File: src/rtl/ip_cu_ctrl.sv
// Calculation Unit sequencer: accepts one ADD/SUB/MUL/DIV request at a time,
// counts datapath iterations, and drives the CU state strobes and op enables.
module ip_cu_ctrl #(
    parameter int ALU_SZ = 8,
    parameter int EXD_SZ = 1,
    parameter int CNT_SZ = 5
) (
    input  logic              pclk,
    input  logic              prst,
    input  logic              op_req,
    input  logic [1:0]        op_code,
    input  logic              op_hold,
    input  logic              op_abort,
    output logic              op_ack,
    output logic              op_done,
    output logic              op_busy,
    output logic              op_ini_sm,
    output logic              op_act_sm,
    output logic              op_rdy_sm,
    output logic              op_halt_sm,
    output logic              add_en,
    output logic              sub_en,
    output logic              mul_en,
    output logic              div_en,
    output logic [CNT_SZ-1:0] op_cnt
);

    // state | meaning
    // IDLE  | waiting for op_req; enables and counter clear
    // INI   | one cycle: load iteration count, ADD/SUB compute here
    // BUSY  | one datapath iteration per cycle, counter counts down
    // HALT  | paused by op_hold; counter and enables frozen
    // RDY   | one cycle: product valid, op_done pulses
    typedef enum logic [4:0] {
        IDLE = 5'b00001,
        INI  = 5'b00010,
        BUSY = 5'b00100,
        HALT = 5'b01000,
        RDY  = 5'b10000
    } state_t;

    localparam logic [CNT_SZ-1:0] MUL_N = CNT_SZ'(ALU_SZ);
    localparam logic [CNT_SZ-1:0] DIV_N = CNT_SZ'(ALU_SZ + EXD_SZ);
    localparam logic [CNT_SZ-1:0] CNT_ONE = CNT_SZ'(1);

    state_t            state_q, state_d;
    logic [CNT_SZ-1:0] cnt_q, cnt_d;
    logic [3:0]        en_q, en_d;  // {div, mul, sub, add}
    logic [CNT_SZ-1:0] ini_n;

    always_ff @(posedge pclk) begin
        if (prst) begin
            state_q <= IDLE;
            cnt_q   <= '0;
            en_q    <= '0;
        end else begin
            state_q <= state_d;
            cnt_q   <= cnt_d;
            en_q    <= en_d;
        end
    end

    // The latched enable already identifies the operation, so N derives from it.
    always_comb begin
        ini_n = '0;
        if (en_q[2])
            ini_n = MUL_N;
        else if (en_q[3])
            ini_n = DIV_N;
    end

    always_comb begin
        state_d = state_q;
        cnt_d   = cnt_q;
        en_d    = en_q;
        if (state_q != IDLE && op_abort) begin
            state_d = IDLE;
            cnt_d   = '0;
            en_d    = '0;
        end else begin
            unique case (state_q)
                IDLE: begin
                    if (op_req) begin
                        state_d       = INI;
                        en_d          = '0;
                        en_d[op_code] = 1'b1;
                    end
                end
                INI: begin
                    cnt_d   = ini_n;
                    state_d = (ini_n == '0) ? RDY : BUSY;
                end
                BUSY: begin
                    cnt_d = cnt_q - 1'b1;
                    if (cnt_q == CNT_ONE)
                        state_d = RDY;
                    else if (op_hold)
                        state_d = HALT;
                end
                HALT: begin
                    if (!op_hold)
                        state_d = BUSY;
                end
                RDY: begin
                    state_d = IDLE;
                    cnt_d   = '0;
                    en_d    = '0;
                end
                default: begin
                    state_d = IDLE;
                    cnt_d   = '0;
                    en_d    = '0;
                end
            endcase
        end
    end

    assign op_ack     = (state_q == IDLE) && op_req;
    assign op_busy    = (state_q != IDLE);
    assign op_ini_sm  = (state_q == INI);
    assign op_act_sm  = (state_q == INI) || (state_q == BUSY) || (state_q == RDY);
    assign op_rdy_sm  = (state_q == RDY);
    assign op_halt_sm = (state_q == HALT);
    assign op_done    = (state_q == RDY);
    assign add_en     = en_q[0];
    assign sub_en     = en_q[1];
    assign mul_en     = en_q[2];
    assign div_en     = en_q[3];
    assign op_cnt     = cnt_q;

endmodule

File: config.mk
export PLATFORM = sky130hd
export DESIGN_NAME = ip_cu_ctrl
export DESIGN_NICKNAME = d
export VERILOG_FILES = /design/src/rtl/ip_cu_ctrl.sv
export SDC_FILE = /design/constraint.sdc
export NUM_CORES = 1
export LEC_CHECK = 0
export ABC_AREA = 0
export CELL_PAD_IN_SITES_DETAIL_PLACEMENT = 1
export CELL_PAD_IN_SITES_GLOBAL_PLACEMENT = 1
export CORE_ASPECT_RATIO = 1.4
export CORE_MARGIN = 4
export CORE_UTILIZATION = 33
export DETAILED_ROUTE_END_ITERATION = 12
export GPL_TIMING_DRIVEN = 1
export PLACE_DENSITY_LB_ADDON = 0.2
export SYNTH_ARGS = -nofsm -noshare
export SYNTH_HDL_FRONTEND = slang
export SYNTH_SLANG_ARGS = --single-unit
File: constraint.sdc
create_clock -name pclk -period 1.9 [get_ports pclk]
set_input_delay 0.57 -clock pclk [delete_from_list [all_inputs] [get_ports pclk]]
set_output_delay 0.57 -clock pclk [all_outputs]
set_load 0.01 [all_outputs]
==> impl_metrics.csv, run 1 <==
group,metric,value,unit
outcome,status,"finished, violations left",
outcome,violations,"negative setup slack",
power_and_ir_drop,intPower,0.524,mW
critical_path,critPathArrivalTime,1.39,ns
synth,synth_top_cell_by_area,"dfxtp_1",
final_layout,diodes,0,
critical_path,cp-end-kind,"primary output",
critical_path,critPathBufInv,3,
die,die_w,48.8,um
timing,finalSetupViolCount,2,
final_layout,final_cells,153,
synth,synthArstFlopShare,0,%
global_routing,grt_use_total,15.3,%
synth,synth_area_per_cell,8.93,um^2
synth,syn_inst,86,
final_layout,register_area,292,um^2
timing,timing.fmax,0.509,GHz
synth,synth_cell_types,39,
cts,cts_hold_buf,0,
placed_design,finalWeightedCongestion,0.790,
global_routing,antenna_found_initial,0,
placed_design,dp_hpwl,1730,um
detailed_routing,routed_wl,2380,um
detailed_routing,wl_per_cell,15.5,um
cts,htreeDepth,1,
critical_path,crit_path_max_incr_delay,0.35,ns
power_and_ir_drop,p_sw,0.195,mW
timing,rsz0062_at_grt,"true",
placed_design,dpl_worst_slack,-0.420,ns
cts,cts_tree,"yes",
timing,finalCritPeriodShare,103,%
synth,synth_edf_count,0,
synth,yosysWarningCount,0,
critical_path,crit_required,1.33,ns
timing,setup_tns,-0.119,ns
placed_design,dpl_cell_area,1100,um^2
critical_path,worstSetupPathType,"register to primary output",
placed_design,io_buffers,22,
global_routing,grt_pass1_vias,871,
synth,synth.top_cell.area_share,36.5,%
detailed_routing,drtIter0Drc,11,
timing,slew_violations,0,
synth,post_synth_and_or_nand_nor_area_fraction,27.9,%
global_routing,grt_pass1_wl,3810,um
synth,seq_area_frac_synth,36.5,%
global_routing,grt_max_degree,9,
final_layout,nets,141,
synth,synth_compound_area_share,25.2,%
die,boundaryPins,23,
cts,cts-root-buf,"clkbuf_4",
synth,synth.area.top_cells,"dfxtp_1 (36%), a32o_1 (5.2%), o21ai_0 (3.9%), ha_1 (3.3%), nand3b_1 (2.9%)",
final_layout,final_common_cell,"buf_4",
synth,synthAdderAreaFrac,3.26,%
final_layout,syn_to_final_growth,60.6,%
synth,muxShareOfSynthArea,1.30,%
final_layout,final_cell_mix,"buf_4 (19), clkdlybuf4s50_1 (15), dfxtp_1 (7), o21ai_0 (6), dfxtp_2 (6)",
power_and_ir_drop,seqPwrFrac,43.4,%
die,core,2200,um^2
power_and_ir_drop,p_sw_share,27.1,%
detailed_routing,via_per_inst,5.51,
die,fp.dieH,65.1,um
final_layout,fill_cells,262,
timing,finalCriticalPeriod,1.96,ns
synth,synth_seq_cells,14,
critical_path,critPathMaxFanout,7,
detailed_routing,dr.pass1.iters,3,
min_path,hp-start,"en_q[1]",
final_layout,multi_input_area,485,um^2
cts,cts.sinks,14,
critical_path,cpMostUsedCell,"buf_6",
power_and_ir_drop,leakage,0.516,nW
critical_path,path_cells,"buf_6, nor3_4, buf_4, and3_4, buf_6",
die,start_util,34.9,%
timing,slew_headroom,67.4,%
synth,synthFlopType,"dfxtp_1",
critical_path,critPathLaunch,"state_q[1]",
power_and_ir_drop,p_per_area,583,nW/um^2
die,fp-row-count,20,
power_and_ir_drop,power,0.719,mW
final_layout,design_area,1230,um^2
cts,numCtsBuffers,3,
final_layout,drive_gt1_share,39.7,%
cts,insertion_delay,0.29,ns
power_and_ir_drop,power_frac_clock,30.0,%
timing,finClkSkew,0.000729,ns
detailed_routing,vias,843,
synth,synth_fp_nets,95,
power_and_ir_drop,vdd_drop_max,0.369,mV
run,drv_cap,0,
power_and_ir_drop,pwr-share-comb,26.7,%
synth,netlist_area,768,um^2
timing,worstMarginPinSlew,0.482,ns
die,die_area,3180,um^2
critical_path,r2r_start,"state_q[1]",
timing,hold_viol_final,0,
placed_design,dp.cells,141,
critical_path,cpMaxStageDelayCell,"dfxtp_2",
global_routing,grt_overflow_total,0,
min_path,worst_hold_path_type,"register to register",
timing,setup_ws,-0.0645,ns
critical_path,critPathTopFamily,"simple AND/OR/NAND/NOR gates",
detailed_routing,ant_nets,0,
detailed_routing,drc,0,
critical_path,startpoint_type,"register",
cts,clk_pin_slew,0.08,ns
cts,ctsLongestPathBuffers,2,
synth,synth_xor_area_share,1.14,%
synth,synth_top_family_by_area,"simple AND/OR/NAND/NOR gates",
==> sequential cells by signal (all words and copies together), names as in the netlist <==
register / flops
state_q: 5
op_cnt: 5
en_q: 4
==> cells by family (layout without fill, tap and decap cells) <==
| logic type | count (synthesis) | count (layout) |
|---|---|---|
| simple gates | 33 | 33 |
| xor+xnor | 1 | 1 |
| buf+inv | 8 | 53 |
| fa+ha+maj | 2 | 2 |
| mux | 1 | 1 |
| compound gates | 27 | 27 |
| flops | 14 | 14 |
==> metal layers <==
layer | track usage [%] | vias to the layer above | part of all wire (%)
li1 | - | 416 | -
met5 | 0 | - | 0
met3 | 2.27 | 7 | 3.5
met4 | 8.08 | 0 | 2.8
met2 | 29.4 | 16 | 54
met1 | 15.4 | 404 | 40
==> metrics by stage <==
step | hold WS [ns] | util (%)
finish | 0.477 | 56.0
global route | 0.505 | 56.0
CTS | 0.492 | 54.9
detailed placement | 0.472 | 50.1
global placement | 0.454 | 50.1
floorplan | 0.511 | -
==> power by group through the flow <==
stage          logic, mW  clock network [mW]  registers [mW]
3_5_place_dp       0.168                   0           0.318
6_report           0.192               0.216           0.312
5_1_grt            0.208               0.229           0.314
3_3_place_gp       0.163                   0           0.317
4_1_cts            0.186               0.221           0.311
2_1_floorplan     0.0695                   0           0.322
==> synthesized netlist by cell type (all sizes together), types with 2 or more instances <==
cell	n
dfxtp	14
o21ai	7
nand2	6
nor3	6
inv	5
nor2	5
a32o	4
a21oi	3
nand3b	3
a311oi	2
a31oi	2
and2b	2
and3b	2
buf	2
ha	2
o31a	2
or3	2
==> final cells by class <==
class | count | share of cell area (%)
multi-input cells | 64 | 39.4
repair buffers | 44 | 30.3
flip-flops and latches | 14 | 23.6
clock buffers | 4 | 2.94
well taps | 22 | 2.23
inverters | 5 | 1.52
==> path summary, 6_finish.rpt <==
path / to / slack (ns) / cells past startpoint
worst max-delay path: op_ack / -0.06 / 5
worst min-delay path: en_q[1] / 0.48 / 1
worst max register to register: state_q[0] / 0.15 / 7
worst min register to register: en_q[1] / 0.48 / 1
==> repair_timing <==
item                       4_1_cts  5_1_grt
pin swaps                        5        1
setup endpoints to repair        7        8
setup buffers                    8        0
gates resized for setup         37       11
(Power assumes the default switching activity.)
==> inputs of run 2 (changes only) <==
--- a/config.mk
+++ b/config.mk
@@ -8,9 +8,9 @@
 export ABC_AREA = 0
 export CELL_PAD_IN_SITES_DETAIL_PLACEMENT = 1
 export CELL_PAD_IN_SITES_GLOBAL_PLACEMENT = 1
-export CORE_ASPECT_RATIO = 1.4
+export CORE_ASPECT_RATIO = 0.6
 export CORE_MARGIN = 4
-export CORE_UTILIZATION = 33
+export CORE_UTILIZATION = 31
 export DETAILED_ROUTE_END_ITERATION = 12
 export GPL_TIMING_DRIVEN = 1
 export PLACE_DENSITY_LB_ADDON = 0.2
==> run 2 against run 1 <==
Net effect: the flow now finishes without violations; total power grew 2.2%; final cell count grew 0.65%; clock skew grew 0.0040 ns; flip-flop and latch count is the same; critical path depth shrank 1; clock power grew 13%; combinational power shrank 9%; count of clock-buffer cells in the layout shrank 1; global-route usage grew 3.4 points.
==> impl_metrics.csv, run 2 (synthesis gave the netlist of run 1 again) <==
group,metric,value,unit
outcome,status,"finished clean",
timing,slew_headroom,57.7,%
timing,finalCriticalPeriod,1.90,ns
critical_path,cp-end-kind,"primary output",
detailed_routing,vias,812,
die,die_w,72.3,um
critical_path,critPathTopFamily,"flip-flops",
final_layout,nets,135,
cts,clk_pin_slew,0.06,ns
critical_path,crit_path_max_incr_delay,0.34,ns
detailed_routing,wl_per_cell,17.5,um
global_routing,grt_pass1_wl,4410,um
detailed_routing,drtIter0Drc,31,
critical_path,critPathBufInv,1,
detailed_routing,ant_nets,0,
power_and_ir_drop,vdd_drop_max,0.332,mV
critical_path,worstSetupPathType,"register to primary output",
timing,worstMarginPinSlew,0.625,ns
placed_design,io_buffers,22,
final_layout,drive_gt1_share,33.9,%
cts,cts_tree,"yes",
timing,hold_viol_final,0,
timing,rsz0062_at_grt,"true",
cts,cts_hold_buf,0,
die,core,2260,um^2
timing,finalSetupViolCount,0,
timing,slew_violations,0,
placed_design,dp_hpwl,2040,um
global_routing,grt_pass1_vias,879,
power_and_ir_drop,leakage,0.485,nW
die,fp-row-count,13,
final_layout,fill_cells,265,
critical_path,path_cells,"xor2_1, or2b_1, a211oi_2, buf_2",
final_layout,diodes,0,
cts,numCtsBuffers,3,
cts,insertion_delay,0.25,ns
final_layout,final_cell_mix,"clkdlybuf4s50_1 (14), buf_4 (14), dfxtp_1 (9), o21ai_0 (6), buf_2 (6)",
die,fp.dieH,46.6,um
critical_path,crit_required,1.33,ns
placed_design,finalWeightedCongestion,0.788,
critical_path,critPathArrivalTime,1.33,ns
detailed_routing,routed_wl,2690,um
run,drv_cap,0,
detailed_routing,via_per_inst,5.27,
global_routing,grt_overflow_total,0,
die,start_util,34.0,%
global_routing,grt_use_total,18.6,%
min_path,worst_hold_path_type,"register to register",
detailed_routing,drc,0,
critical_path,cpMaxStageDelayCell,"dfxtp_2",
power_and_ir_drop,power,0.735,mW
cts,cts.sinks,14,
cts,cts-root-buf,"clkbuf_8",
timing,finalHoldWorstSlack,0.484,ns
timing,timing.fmax,0.526,GHz
cts,htreeDepth,1,
timing,finClkSkew,0.00475,ns
power_and_ir_drop,p_per_area,622,nW/um^2
final_layout,syn_to_final_growth,53.7,%
critical_path,critPathMaxFanout,2,
cts,ctsLongestPathBuffers,2,
global_routing,antenna_found_initial,0,
detailed_routing,dr.pass1.iters,4,
critical_path,startpoint_type,"register",
die,die_area,3360,um^2
global_routing,grt_max_degree,8,
die,boundaryPins,23,
timing,finalCritPeriodShare,100,%
==> run 2: cell types whose count changed in the layout (fill, tap and decap cells not counted), sizes merged <==
cell | previous run | this run
buf | 28 | 22
clkbuf | 5 | 4
clkdlybuf4s50 | 15 | 14
dlygate4sd2 | 0 | 1
==> run 2: area by class of cell <==
class                      instances  area (um^2)  area share (%)
timing repair buffer              38          312            26.4
sequential                        14          287            24.3
multi-input combinational         64          485            41.1
clock buffer                       3         41.3            3.50
tap                               30         37.5            3.18
inverter                           5         18.8            1.59
==> run 2: power breakdown <==
group | switching, mW | internal (mW)
clock network | 0.104 | 0.140
logic | 0.0848 | 0.0905
registers | 0.0114 | 0.303
==> run 2: what timing repair did <==
action                     CTS  global route
setup buffers                2             1
pin swaps                    6             2
setup endpoints to repair    7             7
cloned                       0             0
gates resized for setup     35             8
==> run 2: worst paths after layout <==
kind / startpoint / to / slack, ns / cells after the start
worst min register to register: en_q[1] / en_q[1] / 0.48 / 1
worst max-delay path: state_q[2] / op_act_sm / 0.0005 / 4
worst max register to register: state_q[2] / state_q[0] / 0.16 / 7
worst min-delay path: en_q[1] / en_q[1] / 0.48 / 1
==> run 2: metal layers <==
layer	GRT usage, %	up-vias	wire [um]
met5	0	-	0
met3	6.32	5	118
li1	-	400	-
met4	9.74	0	51
met1	22.0	392	1280
met2	30.6	15	1250
==> run 2: metrics by stage <==
stage	utilization [%]	instance area, um^2	setup TNS (ns)	setup WS, ns	cells
final	52.2	1180	0	0.000529	154
after global routing	52.2	1180	-0.141	-0.107	154
after CTS	51.0	1150	-0.0126	-0.0124	153
after detailed placement	48.9	1110	-1.17	-0.407	148
after global placement	48.9	1110	-0.826	-0.393	148
after floorplan	-	768	0	0.0566	86
==> RTL change 1 (flow settings as in run 1) <==
Set the parameter `CNT_SZ` to 6 (it was 5).
--- a/src/rtl/ip_cu_ctrl.sv
+++ b/src/rtl/ip_cu_ctrl.sv
@@ -3,7 +3,7 @@
 module ip_cu_ctrl #(
     parameter int ALU_SZ = 8,
     parameter int EXD_SZ = 1,
-    parameter int CNT_SZ = 5
+    parameter int CNT_SZ = 6
 ) (
     input  logic              pclk,
     input  logic              prst,
Interface: changed (resized op_cnt); port bits go from 23 to 24. The function was not compared with the original's and may differ.
==> RTL change 1 against run 1 <==
- total power increased by 4.6%
- largest cell class unchanged
- synthesized area increased by 21%
- sequential cell count increased by 1
- maximum frequency increased by 3.5%
- final area increased by 14%
- wire length increased by 21%
- critical endpoint unchanged
- setup slack improved by 0.067 ns
- largest power group unchanged
- synthesized cell count increased by 26%
==> RTL change 1: results (changes against run 1) <==
MEAN_AREA_PER_SYNTHESIZED_CELL_UM2=8.64  # -3.3%
PLACE_WORST_SETUP_SLACK_NS=-0.392  # +0.0283 ns
POST_DRT_VIA_CELL_RATIO=5.06  # -8.2%
REG_TO_REG_START='state_q[3]$_SDFFE_PP0P_'
MAX_SLEW.WORST_PIN.SLEW_NS=0.366  # -0.116 ns
DETAILEDROUTE.FIRSTPASSITERATIONCOUNT=2  # -1
CRIT_FANOUT=2  # -5
SYNTHESIS.NETS=117  # +23%
GRT_UTIL_ALL_LAYERS=0.173  # +0.0201
CRIT_PATH_MAX_INCR_DELAY_NS=0.48  # +0.13 ns
RUN_STATUS='complete, no violations'
WORST-R2R-SETUP-SLACK_NS=0.37  # +0.22 ns
FIN_SKEW_NS=0.0117  # +0.0109 ns
GRT_MAX_DEGREE=11  # +2
CRITICAL_PATH.REG2REG.ENDPOINT='state_q[0]$_SDFFE_PP1P_'
CRITPATHTOPFAMILY='buffers and inverters'
POST_ROUTE_CELLS_DRIVE_ABOVE_1_SHARE=0.399  # +0.00175
PLACEMENT.IO_BUFFERS=23  # +4.5%
CRIT_SLOWEST_CELL='clkdlybuf4s50_1'
VIA_COUNT=956  # +13%
SYNTH_SEQ_AREA_SHARE=0.322  # -0.0431
MIN_DELAY_PATH_DEPTH=2  # +1
CLK_TRANSITION_REPORTED_PATHS_NS=0.10  # +0.02 ns
FINAL_NET_COUNT=163  # +16%
YOSYS-TOP-CELLS-COUNT='dfxtp_1 (15), nand2_1 (13), nor2_1 (11)'
ROUTE.FINAL.WIRE_LENGTH_MM=2.88  # +21%
GP_ROUTABILITY_CONGESTION=0.835  # +5.8%
FF2FF_PATH_DEPTH=5  # -2
YS_TOP_CELLS_BY_AREA='dfxtp_1 (32%), mux2i_1 (5.4%), nand2_1 (5.2%)'
FIN_HOLD_WS_NS=0.466  # -0.0104 ns
FIRST_GLOBAL_VIAS=1025  # +18%
LEAKAGEPOWER_nW=0.618  # +20%
SYNTHDISTINCTLIBCELLS=41  # +5.1%
POST-PLACE-CELLS=182  # +29%
CP_DATA_ARRIVAL_TIME_NS=1.33  # -0.06 ns
IR_WORST_VDD_V=0.000350  # -5.0%
## RTL change 1: changes by cell type in the layout (fill, tap and decap cells not counted), sizes merged, moves of 3 or more
cell / change
nor2: +8
o21ai: -3
a32o: -4
mux2i: +4
nand2: +7
and3: +3
and2: +3
## RTL change 1: worst max path at each step
stage	slack, ns	endpoint	startpoint	depth (start not counted)
final	0.003	op_ack	op_req	3
after global routing	-0.06	op_ack	state_q[1]$_SDFFE_PP0P_	4
after CTS	-0.04	op_act_sm	state_q[1]$_SDFFE_PP0P_	4
after detailed placement	-0.39	op_ack	op_req	3
after global placement	-0.38	op_ack	op_req	3
after floorplan	0.33	state_q[0]$_SDFFE_PP1P_	prst	4
## RTL change 1: report_power, final
group	internal [W]	switching (W)
sequential	0.000323	0.0000150
combinational	0.000120	0.000100
clock	0.0000802	0.000114
total	0.000523	0.000230
## RTL change 1: stage by stage
stage / cell area, um2 / power [W]
after floorplan: 933 / 0.000446
after global placement: 1330 / 0.000545
after detailed placement: 1330 / 0.000553
after CTS: 1400 / 0.000754
after global routing: 1410 / 0.000803
final: 1410 / 0.000752
## RTL change 1: what timing repair did
action                                  in CTS  in global routing
endpoints found under the setup margin       9                 11
cloned                                       0                  0
setup buffers                                2                  1
pin swaps                                    1                  3
resized for setup                           34                 14
## RTL change 1: layout make-up
cell class,count,area (um2)
sequential,15,323
fill,336,1260
clock buffer,3,22.5
inverter,3,11.3
timing repair buffer,46,378
tap,36,45.0
clock inverter,1,7.51
multi-input combinational,85,624
## RTL change 1: logic make-up (layout without fill, tap and decap cells)
| group | Yosys count | count (layout) | share of synthesized area |
|---|---|---|---|
| xor+xnor | 3 | 3 | 0.0282 |
| compound gates | 22 | 22 | 0.209 |
| flops | 15 | 15 | 0.322 |
| mux | 5 | 5 | 0.0536 |
| simple gates | 53 | 53 | 0.320 |
| fa+ha+maj | 2 | 2 | 0.0268 |
| buf+inv | 8 | 53 | 0.0402 |
## RTL change 1: worst register-to-register path, cell delays in order, from the launching register on
cell,delay [ns]
dfxtp_2,0.36
buf_4,0.15
or3b_1,0.46
nor2_4,0.13
nor2_2,0.10
a211o_1,0.24
## RTL change 1: routing by layer
layer	track usage	part of all wire
met3	0.0421	0.032
met5	0	0
met2	0.315	0.57
met1	0.179	0.38
met4	0.0767	0.023
==> RTL change 2 (flow settings as in run 1) <==
Without the edit above. `en_q` no longer has a reset.
--- a/src/rtl/ip_cu_ctrl.sv
+++ b/src/rtl/ip_cu_ctrl.sv
@@ -52,12 +52,14 @@
         if (prst) begin
             state_q <= IDLE;
             cnt_q   <= '0;
-            en_q    <= '0;
         end else begin
             state_q <= state_d;
             cnt_q   <= cnt_d;
-            en_q    <= en_d;
         end
+    end
+
+    always_ff @(posedge pclk) begin
+        en_q <= en_d;
     end
 
     // The latched enable already identifies the operation, so N derives from it.
Formal check against the unedited RTL: not equivalent (Yosys sat finds a counterexample within 4 cycles, from zero or initial values; the reset may be asserted at any time).
==> RTL change 2 against run 1 <==
- the run still ends with setup timing left
- count of clock-buffer cells in the layout stayed put
- setup slack improved by 0.014 ns
- sequential cell count unchanged
- register-to-register slack better by 0.05 ns
- via count increased by 5.8%
- wire length up 11%
- global-route usage increased by 2.5 points
- final area up 8.3%
- final cell count up 4.6%
- synthesized area grew 3.9%
- first-iteration DRC count fell by 18%
- critical endpoint is now op_ini_sm
Power is not compared: it rests on default switching activity, and its combinational part moved more than twofold at a synthesized area within 25%.
==> RTL change 2: results (changes against run 1) <==
RUN_STATUS='finished with violations'
SYNTH_WARNINGS=0  # unchanged
LEAKAGEPOWER_nW=0.546
POST-DP-HPWL_MM=1.84  # +6.6%
SYNTHDISTINCTLIBCELLS=44  # +13%
CRIT_PATH_MAX_INCR_DELAY_NS=0.39  # +0.04 ns
GP_ROUTABILITY_CONGESTION=0.805  # +2.0%
CTS.ROOT.BUFFER_CELL='clkbuf_4'
MAX_SLEW.WORST_PIN.SLEW_NS=0.560  # +0.0774 ns
ANTENNA_FOUND_INITIAL=0  # unchanged
PLACEMENT.IO_BUFFERS=22  # unchanged
WORST_SLACK_NS=-0.0510  # +0.0135 ns
YOSYS-TOP-CELLS-COUNT='dfxtp_1 (14), nand2_1 (8), nor2_1 (8)'
CP_DATA_ARRIVAL_TIME_NS=1.38
FIN_SKEW_NS=0.00688  # +0.00615 ns
FAILED_CHECKS='setup timing'
SYNTH_SEQ_AREA_SHARE=0.351  # -0.0137
SETUP-TNS-FINAL_NS=-0.132  # -0.0129 ns
GRT_PASS1_WL_MM=4.35  # +14%
SYNTHESIS.NETS=100  # +5.3%
MAX-CLOCK-PATH-BUFFERS=2  # unchanged
POST_ROUTE_CELLS_DRIVE_ABOVE_1_SHARE=0.464  # +0.0668
ROUTE.FINAL.WIRE_LENGTH_MM=2.64  # +11%
GRT_UTIL_ALL_LAYERS=0.178  # +0.0252
GRT_OVERFLOW_TOTAL=0  # unchanged
FINAL_NET_COUNT=148  # +5.0%
DETAILEDROUTE.FIRSTPASSITERATIONCOUNT=4  # +1
FILLERINSTANCES=263  # +0.38%
CRIT_SLOWEST_CELL='or3_4'
YS_TOP_CELLS_BY_AREA='dfxtp_1 (35%), nand2_1 (3.8%), nor2_1 (3.8%)'
FF2FF_PATH_DEPTH=6  # -1
IR_WORST_VDD_V=0.000442
ANTENNADIODECOUNT=0  # unchanged
CLK-INSERTION-DELAY-LATE_NS=0.30
WORST_HOLD_PATH_TYPE='flop to flop'
CTS-BUFFERS-INSERTED=3  # unchanged
DRT_ITER0_MARKERS=9  # -2
DETAILED_PLACE.AREA_MM2=0.00114  # +3.5%
FIRST_GLOBAL_VIAS=947  # +8.7%
CRIT_FANOUT=2  # -5
SETUP_VIOL_COUNT_FINAL=3  # +1
CLK_TRANSITION_REPORTED_PATHS_NS=0.10  # +0.02 ns
VIA_COUNT=892  # +5.8%
CTSHTREEMAXLEVEL=1  # unchanged
## RTL change 2: kinds of logic after synthesis
group | count (synthesis) | synth area share
DFF | 14 | 0.351
AOI/OAI and AO/OA | 31 | 0.290
buffers and inverters | 7 | 0.0486
and+or+nand+nor | 36 | 0.268
adders and majority gates | 2 | 0.0313
xor gates and xnor gates | 1 | 0.0110
## RTL change 2: through the flow
step	worst slack [ns]	instances	utilization	power, W	hold slack, ns
floorplan	0.204	91	-	0.000537	0.497
global placement	-0.441	148	0.507	0.000717	0.439
detailed placement	-0.442	148	0.507	0.000729	0.444
CTS	-0.0818	159	0.575	0.00100	0.473
global route	-0.118	160	0.593	0.00110	0.518
finish	-0.0510	160	0.593	0.00104	0.467
## RTL change 2: what timing repair did
action                                  in CTS  in global routing
setup buffers                                7                  1
resized for setup                           54                 14
endpoints found under the setup margin       8                 11
pin swaps                                    9                  3
endpoints found under the hold margin        0                  0
## RTL change 2: path summary, 6_finish.rpt
check | from | end | slack (ns)
worst max-delay path | state_q[0]$_SDFFE_PP1P_ | op_ini_sm | -0.05
worst min-delay path | en_q[0]$_SDFFE_PP0P_ | en_q[0]$_SDFFE_PP0P_ | 0.47
worst min register to register | en_q[0]$_SDFFE_PP0P_ | en_q[0]$_SDFFE_PP0P_ | 0.47
worst max register to register | state_q[0]$_SDFFE_PP1P_ | state_q[2]$_SDFFE_PP0P_ | 0.20
## RTL change 2: area by class of cell
cell class / instances / area [um2] / share of cell area
Sequential cell: 14 / 299 / 0.224
Timing Repair Buffer: 46 / 409 / 0.306
Clock buffer: 4 / 36.3 / 0.0272
Tap cell: 22 / 27.5 / 0.0206
Inverter: 4 / 15.0 / 0.0112
Multi-Input combinational cell: 70 / 549 / 0.411
## RTL change 2: power breakdown
group	leakage (nW)	switching, W	internal, W
clock	0.0210	0.000113	0.000117
combinational	0.406	0.000215	0.000248
sequential	0.119	0.0000254	0.000320
total	0.546	0.000353	0.000684
## RTL change 2: critical path, delay by kind of cell, from the launching register on
family / cells / cell delay (ns)
buffers and inverters: 1 / 0.16
flip-flops: 1 / 0.33
AND/OR/NAND/NOR: 2 / 0.60
## RTL change 2: metal layers
layer / share of wire / GRT usage / vias to the layer above
li1: - / - / 433
met1: 0.39 / 0.182 / 432
met2: 0.55 / 0.329 / 20
met3: 0.030 / 0.0316 / 7
met4: 0.030 / 0.111 / 0
met5: 0 / 0 / -
